<file path="config.mk">
export PLATFORM = sky130hd
export DESIGN_NAME = rot_share_arbiter
export DESIGN_NICKNAME = d
export VERILOG_FILES = /design/src/rtl/rot_share_arbiter.sv
export SDC_FILE = /design/constraint.sdc
export NUM_CORES = 1
export LEC_CHECK = 0
export ABC_AREA = 0
export BUFFER_PORTS_ARGS = -buffer_cell sky130_fd_sc_hd__buf_2
export CAP_MARGIN = 20
export CORE_ASPECT_RATIO = 0.5
export CORE_MARGIN = 3
export CORE_UTILIZATION = 50
export DETAILED_ROUTE_END_ITERATION = 6
export GPL_ROUTABILITY_DRIVEN = 0
export PLACE_DENSITY = 0.76
export SKIP_CTS_REPAIR_TIMING = 1
export SYNTH_ARGS = -nofsm -noshare
export SYNTH_HDL_FRONTEND = slang
export SYNTH_SLANG_ARGS = --single-unit
</file>
<file path="constraint.sdc">
create_clock -name clk -period 3.2 [get_ports clk]
set_clock_uncertainty 0.15 [all_clocks]
set_input_delay 0.48 -clock clk [delete_from_list [all_inputs] [get_ports clk]]
set_output_delay 0.48 -clock clk [all_outputs]
set_load 0.02 [all_outputs]
</file>
<file path="src/rtl/rot_share_arbiter.sv">
// Round-robin arbiter that shares one 4-bit rotate-right unit between two
// requesters. Each operation goes through grant, rotate and a done/ack
// handshake. A saturating counter tracks how many operations completed.
module rot_share_arbiter #(
  parameter bit PRIO_INIT = 1'b0,
  parameter int CW        = 8
) (
  input  logic          clk,
  input  logic          rst,
  input  logic          req0,
  input  logic [3:0]    a0,
  input  logic [1:0]    sh0,
  input  logic          ack0,
  input  logic          req1,
  input  logic [3:0]    a1,
  input  logic [1:0]    sh1,
  input  logic          ack1,
  output logic          gnt0,
  output logic          gnt1,
  output logic          done0,
  output logic          done1,
  output logic [3:0]    y,
  output logic          busy,
  output logic [CW-1:0] op_count
);

  typedef enum logic [1:0] {IDLE, ROT, RESP} state_t;

  state_t        state_q, state_d;
  logic          ptr_q, ptr_d;
  logic          owner_q, owner_d;
  logic [3:0]    a_lat_q, a_lat_d;
  logic [1:0]    sh_lat_q, sh_lat_d;
  logic          gnt0_q, gnt0_d;
  logic          gnt1_q, gnt1_d;
  logic          done0_q, done0_d;
  logic          done1_q, done1_d;
  logic [3:0]    y_q, y_d;
  logic          busy_q, busy_d;
  logic [CW-1:0] cnt_q, cnt_d;
  logic          pick;
  logic          owner_ack;

  // Mux-based rotate right: result bit i takes operand bit (i+sh) mod 4.
  function automatic logic [3:0] rotr(input logic [3:0] a, input logic [1:0] sh);
    case (sh)
      2'd0:    rotr = a;
      2'd1:    rotr = {a[0], a[3:1]};
      2'd2:    rotr = {a[1:0], a[3:2]};
      default: rotr = {a[2:0], a[3]};
    endcase
  endfunction

  // Next-state logic: arbitration in IDLE, rotate in ROT, handshake in RESP.
  always_comb begin
    state_d   = state_q;
    ptr_d     = ptr_q;
    owner_d   = owner_q;
    a_lat_d   = a_lat_q;
    sh_lat_d  = sh_lat_q;
    gnt0_d    = 1'b0;
    gnt1_d    = 1'b0;
    done0_d   = done0_q;
    done1_d   = done1_q;
    y_d       = y_q;
    cnt_d     = cnt_q;
    pick      = (req0 && req1) ? ptr_q : req1;
    owner_ack = owner_q ? ack1 : ack0;

    case (state_q)
      IDLE: begin
        if (req0 || req1) begin
          owner_d  = pick;
          a_lat_d  = pick ? a1 : a0;
          sh_lat_d = pick ? sh1 : sh0;
          gnt0_d   = !pick;
          gnt1_d   = pick;
          state_d  = ROT;
        end
      end
      ROT: begin
        y_d     = rotr(a_lat_q, sh_lat_q);
        done0_d = !owner_q;
        done1_d = owner_q;
        state_d = RESP;
      end
      RESP: begin
        if (owner_ack) begin
          done0_d = 1'b0;
          done1_d = 1'b0;
          ptr_d   = !owner_q;
          if (cnt_q != {CW{1'b1}}) begin
            cnt_d = cnt_q + CW'(1);
          end
          state_d = IDLE;
        end
      end
      default: begin
        state_d = IDLE;
      end
    endcase

    busy_d = (state_d != IDLE);
  end

  // State and output registers with synchronous reset that aborts any operation.
  always_ff @(posedge clk) begin
    if (rst) begin
      state_q  <= IDLE;
      ptr_q    <= PRIO_INIT;
      owner_q  <= 1'b0;
      a_lat_q  <= '0;
      sh_lat_q <= '0;
      gnt0_q   <= 1'b0;
      gnt1_q   <= 1'b0;
      done0_q  <= 1'b0;
      done1_q  <= 1'b0;
      y_q      <= '0;
      busy_q   <= 1'b0;
      cnt_q    <= '0;
    end else begin
      state_q  <= state_d;
      ptr_q    <= ptr_d;
      owner_q  <= owner_d;
      a_lat_q  <= a_lat_d;
      sh_lat_q <= sh_lat_d;
      gnt0_q   <= gnt0_d;
      gnt1_q   <= gnt1_d;
      done0_q  <= done0_d;
      done1_q  <= done1_d;
      y_q      <= y_d;
      busy_q   <= busy_d;
      cnt_q    <= cnt_d;
    end
  end

  assign gnt0     = gnt0_q;
  assign gnt1     = gnt1_q;
  assign done0    = done0_q;
  assign done1    = done1_q;
  assign y        = y_q;
  assign busy     = busy_q;
  assign op_count = cnt_q;

endmodule

</file>
* After elaboration in Yosys (flattened, before gate mapping)
Cells that the tools add are included.
Widths: inputs -> output; s select.
** Storage, ports and cells
- Bits in latches :: 0
- Memory bits (writable) :: 0
- Memory bits (read-only) :: 0
- Flip-flop bits (word level) :: 27
- Output and inout bits :: 17
- Memories :: 0
** Cells by class
- Bitwise logic cells :: 2
- Reduce and logical (&&, ||, !) cells :: 13
- Add/sub/neg operators :: 1
- Equal/unequal tests :: 6
- Divide/modulo/power cells :: 0
- Mux-type cells :: 11
- Order comparisons :: 0
- Shifts and indexed selects :: 0
- $mul :: 0
** Operators by type and width (count)
- $pmux 4 s3 :: 1
- $add 8x1->8 const B :: 1
- $ne 8x8->1 const B :: 1
- $mux 2 :: 3
- $pmux 2 s3 :: 1
- $reduce_and 2->1 :: 3
- $eq 2x1->1 const B :: 2
- $eq 2x2->1 const B :: 2
- $logic_not 2->1 :: 2
- $mux 4 :: 1
- $pmux 1 s2 :: 2
- $reduce_bool 2->1 :: 2
- $mux 1 :: 3
- $reduce_and 3->1 :: 1
- $reduce_or 3->1 :: 1
- $logic_not 1->1 :: 2
- $ne 2x2->1 const B :: 1
- $not 1->1 :: 2
- $logic_and 1x1->1 :: 1
- $logic_or 1x1->1 :: 1

* Depth between registers and ports, before layout
Gate-level depths: netlist of run 1.
- Word-level depth :: 4
- Depth in mapped cells :: 5
- Gate-level depth less buffers :: 4

* Worst setup path after synthesis of run 1
No wires, ideal clock.
- Path kind :: reg-to-reg
- From :: register cnt_q[0] (netlist: op_count[0])
- To :: register cnt_q[4] (netlist: op_count[4])
- Path slack :: 1.346 ns
- Buffers on the path :: 0
- Clock period less this slack :: 1.854 ns
- Arrival time :: 1.580 ns
- Stages on the path, launching flop included :: 5
- Data required time :: 2.927 ns
- Cells stage by stage :: dfxtp_1 ha_1 nand3_1 a2111oi_2 mux2_1
** On the way
- Word-level cells in the longest chain between the ends :: 2
- Elaborated cells between the ends (all ways) :: 3
- Classes of those cells :: add/sub (1); eq/ne (1); reduce/logical (1)
** RTL lines
- from (decl) :: line 40 : logic [CW-1:0] cnt_q, cnt_d;
- from (signal assigned) :: line 133 : cnt_q <= cnt_d;
- parallel branches: the longest is 2 deep, another holds $add 8x1->8
Several ways; the timed one is not identified.
A chain may end at the register's enable or synchronous reset.

* Worst setup path in the final report of run 1
- From :: register owner_q
- To :: register cnt_q[7] (netlist: op_count[7])
** On the way
- Word-level cells in the longest chain between the ends :: 2
** RTL lines
- from (decl) :: line 31 : logic owner_q, owner_d;
- from (signal assigned) :: line 124 : owner_q <= owner_d;
- $mux 1 :: line 68 : owner_ack = owner_q ? ack1 : ack0;
- $reduce_and 3->1 (no line)
No other way between the ends.

==> results of run 1 <==
==> per-layer routing <==
layer / track usage (%) / up-vias
met2: 28.5 / 35
met4: 4.38 / 0
met1: 21.9 / 548
met5: 0 / -
met3: 5.08 / 2
li1: - / 629
==> layout make-up <==
cell class	count	area, um^2
fill	221	816
sequential	27	541
multi-input combinational	110	764
timing repair buffer	34	170
clock inverter	1	7.51
clock buffer	3	41.3
tap	35	43.8
inverter	5	18.8
==> report_power, final <==
group	internal (mW)	switching, mW	total, mW	leakage [nW]
Combinational	0.0616	0.0730	0.135	0.372
Sequential	0.360	0.0232	0.383	0.221
Clock	0.0887	0.115	0.203	0.0217
==> worst min path at each step <==
| stage | start | to | cells past startpoint |
|---|---|---|---|
| 6_report | y[0] | y[0] | 2 |
| 5_1_grt | a0[3] | a_lat_q[3] | 3 |
| 4_1_cts | y[0] | y[0] | 2 |
| 3_5_place_dp | y[0] | y[0] | 2 |
| 3_3_place_gp | y[3] | y[3] | 2 |
| 2_1_floorplan | ptr_q | ptr_q | 2 |
==> layout by cell type (no fill, tap or decap), drive strengths merged, types with 2 or more instances in the layout <==
| master | n |
|---|---|
| dfxtp | 27 |
| nand2b | 5 |
| nand3 | 3 |
| nor3 | 2 |
| mux4 | 4 |
| nor2b | 6 |
| o41a | 2 |
| nor2 | 9 |
| nand2 | 11 |
| mux2i | 2 |
| a211oi | 5 |
| o211ai | 2 |
| or2 | 2 |
| inv | 5 |
| a311oi | 8 |
| nor4 | 3 |
| a31oi | 4 |
| a21oi | 16 |
| clkbuf | 3 |
| and3 | 2 |
| nand3b | 6 |
| mux2 | 3 |
| o21ai | 8 |
| buf | 34 |
==> kinds of logic after synthesis <==
| family | count (synthesis) |
|---|---|
| AO/OA/AOI/OAI | 48 |
| multiplexers | 9 |
| flip-flops | 27 |
| AND/OR/NAND/NOR | 52 |
| adder cells (fa/ha/maj) | 1 |
| buffers and inverters | 14 |
==> state kept, by name, indices dropped and copies added, names as in the netlist, 2 cells and up <==
name	count
sh_lat_q	2
a_lat_q	4
y	4
op_count	8
state_q	2
==> worst min-delay path: cells and delay by family (launching register included) <==
kind,cells,cell delay [ns]
AO/OA/AOI/OAI,1,0.05
AND/OR/NAND/NOR,1,0.05
flip-flops,1,0.32
==> metrics by stage <==
step | power, mW | worst slack, ns | util (%) | hold slack [ns]
global route | 0.758 | 0.950 | 66.0 | 0.320
detailed placement | 0.526 | 1.15 | 64.0 | 0.296
CTS | 0.727 | 1.20 | 66.0 | 0.310
global placement | 0.523 | 1.19 | 64.0 | 0.289
floorplan | 0.491 | 1.35 | - | 0.317
finish | 0.721 | 1.21 | 66.0 | 0.306
==> results by stage, run 1 <==
Timing:
- The max-slew violation count is 0.
- The actual transition at the worst max-transition pin is ~0.9 ns.
- The final period utilization is between 60 and 70%.
- The count of final hold-check violations is 0.
- The top achievable clock speed is between 500 and 600 MHz.
- The setup violation total in the final timing report is 0.
- The worst path in the final design needs a cycle of around 2.0 ns, including I/O delays and setup.
- The total negative slack is 0 ns.
- Setup repair after global routing left no endpoint under its margin.
- The worst slew slack as a fraction of its limit is about 37%.

Synthesis:
- The summed instance area of the synthesized netlist is 1370 um^2.
- By count the netlist is led by 27 x dfxtp_1, 16 x a21oi_1, 11 x nand2_1.
- The mux share of post-synthesis cell area is a little over a tenth.
- The share of the synthesized area in the top cell type is between 30 and 40%.
- After technology mapping, the gate count stands at around 150.
- The synthesized-area fraction occupied by adder cells is less than 1%.
- The net count after synthesis is 170.
- Among all flip-flop cells after synthesis, the most frequent one is dfxtp_1.
- The share of flip-flops with an asynchronous set or reset is 0%.
- The synthesized-area fraction occupied by xor and xnor cells is 0%.
- After synthesis, the netlist uses 33 different library cells.
- After synthesis, the largest family of logic cells by area is compound AO/OA/AOI/OAI gates.
- Yosys attributes the largest share of cell area to dfxtp_1 40%, mux4_2 6.6%, a21oi_1 5.9%.
- After Yosys synthesis, and, or, nand and nor cells account for about 21% of the synthesized area.
- The most frequent cell after synthesis is dfxtp_1.
- The post-synthesis compound-gate area fraction is 23.9%.
- Counting flops with a built-in enable in the synthesized netlist gives 0.
- The synthesized flop and latch total is 27.
- The biggest area contributor in the post-synthesis netlist is dfxtp_1.
- After synthesis, the mean cell area works out to approximately 9.0 um^2.
- The total number of yosys warnings is 0.
- The sequential share of the synthesized area is between 30% and 40%.

Setup path:
- The gate family responsible for the most delay along the worst path is multiplexers.
- The nature of the critical path startpoint is a flop.
- The endpoint identified for the worst register-to-register timing path is op_count[7].
- The worst setup slack for register-to-register paths is 1.21 ns.
- Counting both buffers and inverters, the worst setup path holds a total of 0.
- The critical path crosses 3 cells after its start point.
- The slowest stage of the critical path is the mux2i_1 cell.
- The critical path starts at owner_q.
- Walking the worst path, the cells encountered are mux2i_1 > nor3_1 > a311oi_1.
- The largest stage delay on the critical path is around 0.8 ns.
- At the worst endpoint, the required time is approximately 3.2 ns.
- The element type at the critical path end is a flop.
- At the worst endpoint, the arrival time is just over 2 ns.
- The number of cells on the worst reg-to-reg path is 3.
- The maximum fanout along the worst path is 11.
- The worst setup path category is flop to flop.
- The end of the critical path is op_count[7].
- The worst reg2reg path startpoint is owner_q.

CTS:
- The longest clock path from root to sink contains 2 buffers.
- In this run the clock root is driven by a clkbuf_8.
- CTS saw 27 sinks.
- The insertion delay to the later sink of the worst-skew pair is 0.28 ns.
- The number of H-tree branching levels is 1.
- After clock tree synthesis, the clock-pin slew on the worst setup and hold paths is roughly 0.10 ns.
- Counting the buffers created by CTS gives 3.
- The CTS tree is yes.

Min path:
- The type of the tightest min-delay check is flop to flop.

Route:
- The routed design has 2780 um of wire.
- The post-detailed-route count of antenna-violating nets is 0.
- The number of design rule violations left after detail routing is 0.
- The wire length per cell is 12.9 um.
- After detailed routing, the met2 layer carries 1240 um of wire.
- The wire length on met3 is approximately 160 um.
- The met1 layer wirelength in the final routing is 1370 um.
- The top layer used by detailed routing is met4.
- The routed layout has around 1,200 vias.
- The via count normalized by instance count is about 5.6.
- The number of iterations in the first detailed-routing pass is 4.
- The first-iteration detailed-routing DRC count is 44.

Placed design:
- The number of buffers inserted by port buffering is 34.
- Once placement completed, the tool counted placed cells totaling ~210.
- The HPWL reported at the end of detailed placement is roughly 2100 um.
- After detailed placement, the total cell area comes to about 1500 um^2.

Final layout:
- For this run, the post-layout net count is 200.
- The ratio of cells with drive above 1 in the final layout is between 20% and 30%.
- The non-filler instance count after layout is about 220.
- Relative to the synthesized area, the layout overhead comes to 16.2%.
- The number of antenna diodes in the final layout is 0.
- After routing the design area is roughly 1600 um^2.

Outcome:
- The run finished with clean final reports.

Power:
- Dividing total power by cell area gives a power density of around 450 nW/um^2.
- The leakage power figure is roughly 0.61 nW.
- VDD sags by at most roughly 0.27 mV.

Global route:
- The via count of the first global-routing pass is ~1,100.
- The initial antenna violation count is 0.
- After global routing the overflow that remains totals 0.
- The global-route wire length before repair is around 4700 um.
- The global-route usage over all layers is 17.2%.
- The largest net degree at the start of global routing is 31.

Floorplanning:
- The height of the die is 42.9 um.
- The top-level port count is 35.
- The initial cell density of the core is 56.8%.
- The die outline width is approximately 80 um.
- The number of placement rows is 12.
- The floorplan step defined a die boundary enclosing 3430 um^2.
- The floorplan step defined a core boundary enclosing 2400 um^2.

Job:
- The number of maximum-capacitance constraint violations is 0.
Power figures use the tool's default switching activity.
==> inputs of run 2 (changes only) <==
ABC_AREA = 1   (was 0)
clock period = 2 ns   (was 3.2 ns; I/O delays follow)
==> run 2 against run 1 <==
Net effect: sequential power is 61% higher; sequential share of layout area increased by 0.22 points; hold slack lost 0.20 ns; final area shrank 0.63%; die area down 1.1%; first-iteration DRC count is 75% higher; sequential cell count unchanged; routed wire length rose by 1.2%; largest cell class unchanged.
==> results by stage, run 2 <==
Synthesis:
- The share of flip-flops with an asynchronous set or reset came to 0% (unchanged).
- The number of instances in the synthesized netlist came to 194 (+28%).
- In the post-synthesis netlist, the biggest area contributors are dfxtp_1 40%, nand2_1 13%, o21ai_0 8.2%.
- Summed over all instances, the cell type with the most area after synthesis is dfxtp_1.
- The number of unique standard cell types used by synthesis is 23 (-30%).
- The net count after synthesis is 213 (+25%).
- In the post-synthesis netlist, the cell with the most instances is nand2_1.
- The synthesized flop and latch total is 27 (unchanged).
- Ranked by instance count, the synthesized netlist is headed by 46 x nand2_1, 28 x nor2_1, 27 x dfxtp_1.
- The number of flops mapped to enable cells by yosys is 0 (unchanged).
- The summed instance area of the synthesized netlist is 1350 um^2 (-1.3%).
- The total number of yosys warnings is 0 (unchanged).
- The synthesized area per cell is 6.95 um^2 (-23%).
- The share of the synthesized area in the top cell type is 40.1% (+0.51 points).
- The predominant post-synthesis flop cell is dfxtp_1.
- The sequential share of the synthesized area is 40.1% (+0.51 points).

Setup path:
- The maximum fanout along the worst path was 12 (+1).
- The worst setup slack for register-to-register paths is 0.52 ns (-0.70 ns).
- The worst reg2reg path startpoint is state_q[0].
- The worst setup path category is flop to flop.
- The critical path starts at state_q[0].
- The element type at the critical path end is a flop.
- The most critical setup path has its endpoint at done0.
- The nature of the critical path startpoint is a flop.
- The data arrival at the endpoint of the critical path is 1.52 ns (-0.51 ns).
- The worst endpoint required time was 2.03 ns (-1.21 ns).
- The depth of the worst register-to-register path is 5 (+2).
- The destination of the worst register-to-register timing path is done0.

Power:
- The leakage power figure was 0.719 nW (+17%).
- The clock group share of total power is 27.3% (-0.9 points).
- The share of power burned in combinational logic was 18.7% (about the same).
- The cell-internal power was 0.799 mW (+57%).
- The reported net switching power is 0.339 mW (+61%).
- The net switching fraction of the power is 29.8% (+0.57 points).
- The sequential cell fraction of total power is 54.0% (+0.9 points).
- The total power density per cell area is 722 nW/um^2 (+59%).
- The maximum vdd drop is 0.428 mV (+59%).

Placed design:
- The HPWL reported at the end of detailed placement is 2130 um (+1.5%).
- The placed instance area was 1530 um^2 (-0.41%).
- The number of buffers inserted by port buffering was 34 (unchanged).
- The setup slack at placement was 0.486 ns (-0.668 ns).

Global route:
- The remaining global-route overflow is 0 (unchanged).
- The global-route wire length before repair is 4790 um (+2.7%).
- The initial antenna violation count is 0 (unchanged).
- The largest net degree at the start of global routing was 18 (-42%).
- The via count of the first global-routing pass is 1,098 (+4.4%).
- The global-route usage over all layers is 17.7% (+0.58 points).

CTS:
- The clock transition at the registers of the reported paths came to 0.10 ns (about the same).
- The number of H-tree branching levels came to 1 (unchanged).
- The clock buffer count from CTS is 3 (unchanged).
- The root buffer cell chosen for the clock tree is clkbuf_8.
- The clock sink total is 27 (unchanged).
- The CTS tree is yes.
- The worst-case clock buffer depth is 2 (unchanged).
- The insertion delay to the later sink of the worst-skew pair is 0.28 ns (about the same).

Min path:
- The startpoint identified for the worst hold timing path is a0[1].
- The tightest min-delay check is of the input pin to flop type.

Floorplanning:
- The number of placement rows came to 12 (unchanged).
- The top-level port count came to 35 (unchanged).
- The initial cell density of the core was 56.4% (-0.38 points).
- The height of the die is 42.7 um (-0.55%).
- The die outline width is 79.4 um (-0.60%).
- The core region area is 2390 um^2 (-0.62%).
- The total die area is 3390 um^2 (-1.1%).

Final layout:
- Relative to the synthesized area, the layout overhead comes to 17.0%.
- The most common cell after layout, fill and taps aside is nand2_1.
- The ratio of cells with drive above 1 in the final layout is 22.5% (-2.5 points).
- The number of nets in the layout was 247 (+24%).
- In the layout the commonest cells are 46 x nand2_1, 34 x buf_2, 28 x nor2_1.
- The final antenna diode count is 0 (unchanged).
- The filler cell count in the final layout is 225 (+1.8%).
- The number of flip-flops under the largest register name was 8 (unchanged).
- The design area came to 1580 um^2 (-0.63%).

Route:
- The wire length per cell is 10.7 um (-17%).
- The number of iterations in the first detailed-routing pass is 5 (+1).
- The wire length on met3 is 193 um (+21%).
- The overall via count from detail_route came to 1,307 (+7.7%).
- The via count normalized by instance count is 4.99 (-12%).
- The post-detailed-route count of antenna-violating nets is 0 (unchanged).
- The number of design rule violations left after detail routing is 0 (unchanged).
- The met1 layer wirelength in the final routing came to 1330 um (-3.1%).
- The wire length on met2 is 1270 um (+2.8%).
- After detailed routing, no signal wire sits above met4.
- The wire length reported by the detailed router is 2810 um (+1.2%).
- The first-iteration detailed-routing DRC count is 77 (+75%).

Outcome:
- The run finished with clean final reports.

Timing:
- The actual transition at the worst max-transition pin is 0.625 ns (-0.297 ns).
- The top achievable clock speed is 673 MHz (+34%).
- The count of final hold-check violations was 0 (unchanged).
- The worst setup margin is 0.515 ns (-0.699 ns).
- The max-slew violation count is 0 (unchanged).
- The setup violation total in the final timing report is 0 (unchanged).
- The final period utilization was 74.2% (+12 points).
- Setup repair after global routing left no endpoint under its margin.
- The post-layout minimum cycle time is 1.48 ns (-0.501 ns).
- The worst slew slack as a fraction of its limit is 58.2% (+21 points).
- The total negative slack is 0 ns (unchanged).

Job:
- The number of maximum-capacitance constraint violations is 0 (unchanged).
-- run 2: how the worst min path moves through the flow --
stage                             end  slack [ns]  cells past startpoint
after floorplan                 ptr_q        0.28                      2
after global placement          done1        0.31                      2
after detailed placement        done1        0.31                      2
after CTS                 sh_lat_q[1]         0.1                      3
after global routing       a_lat_q[0]        0.11                      3
final                      a_lat_q[1]        0.10                      3
-- run 2: cells by family after synthesis --
logic type	count (synthesis)	synth area share, %
AOI/OAI and AO/OA	41	15.3
xor gates and xnor gates	3	1.95
buffers and inverters	23	7.33
DFF	27	40.1
adders and majority gates	1	0.928
and+or+nand+nor	99	34.4
-- run 2: power by group through the flow --
stage | registers (mW) | clock network [mW] | logic (mW)
2_1_floorplan | 0.639 | 0 | 0.141
3_3_place_gp | 0.626 | 0 | 0.210
3_5_place_dp | 0.627 | 0 | 0.214
4_1_cts | 0.614 | 0.316 | 0.215
5_1_grt | 0.621 | 0.339 | 0.241
6_report | 0.615 | 0.310 | 0.213
-- run 2: worst max-delay path: stages, from the launching register on --
cell and delay, ns:
dfxtp_1 0.38, inv_1 0.08, nor2_1 0.49, nand2_1 0.17
nand2_1 0.10, nor2_1 0.05
-- run 2: layout make-up --
class | instances | area, um^2 | area share (%)
Multi-Input combinational cell | 144 | 708 | 44.9
Sequential cell | 27 | 541 | 34.3
Timing Repair Buffer | 34 | 170 | 10.8
Inverter | 18 | 68.8 | 4.37
Clock buffer | 4 | 45.0 | 2.86
Tap cell | 35 | 43.8 | 2.78
-- run 2: metal layers --
metal	vias up	global-route usage (%)
li1	691	-
met1	573	23.7
met2	38	27.9
met3	5	6.14
met4	0	3.42
met5	-	0
-- run 2: stage by stage --
step                hold slack (ns)  instances  power (mW)  utilization [%]
CTS                          0.0961        262        1.15             66.0
detailed placement            0.312        258       0.841             64.2
global route                  0.106        262        1.20             66.0
global placement              0.305        258       0.836             64.2
finish                        0.101        262        1.14             66.0
floorplan                     0.279        194       0.781                -
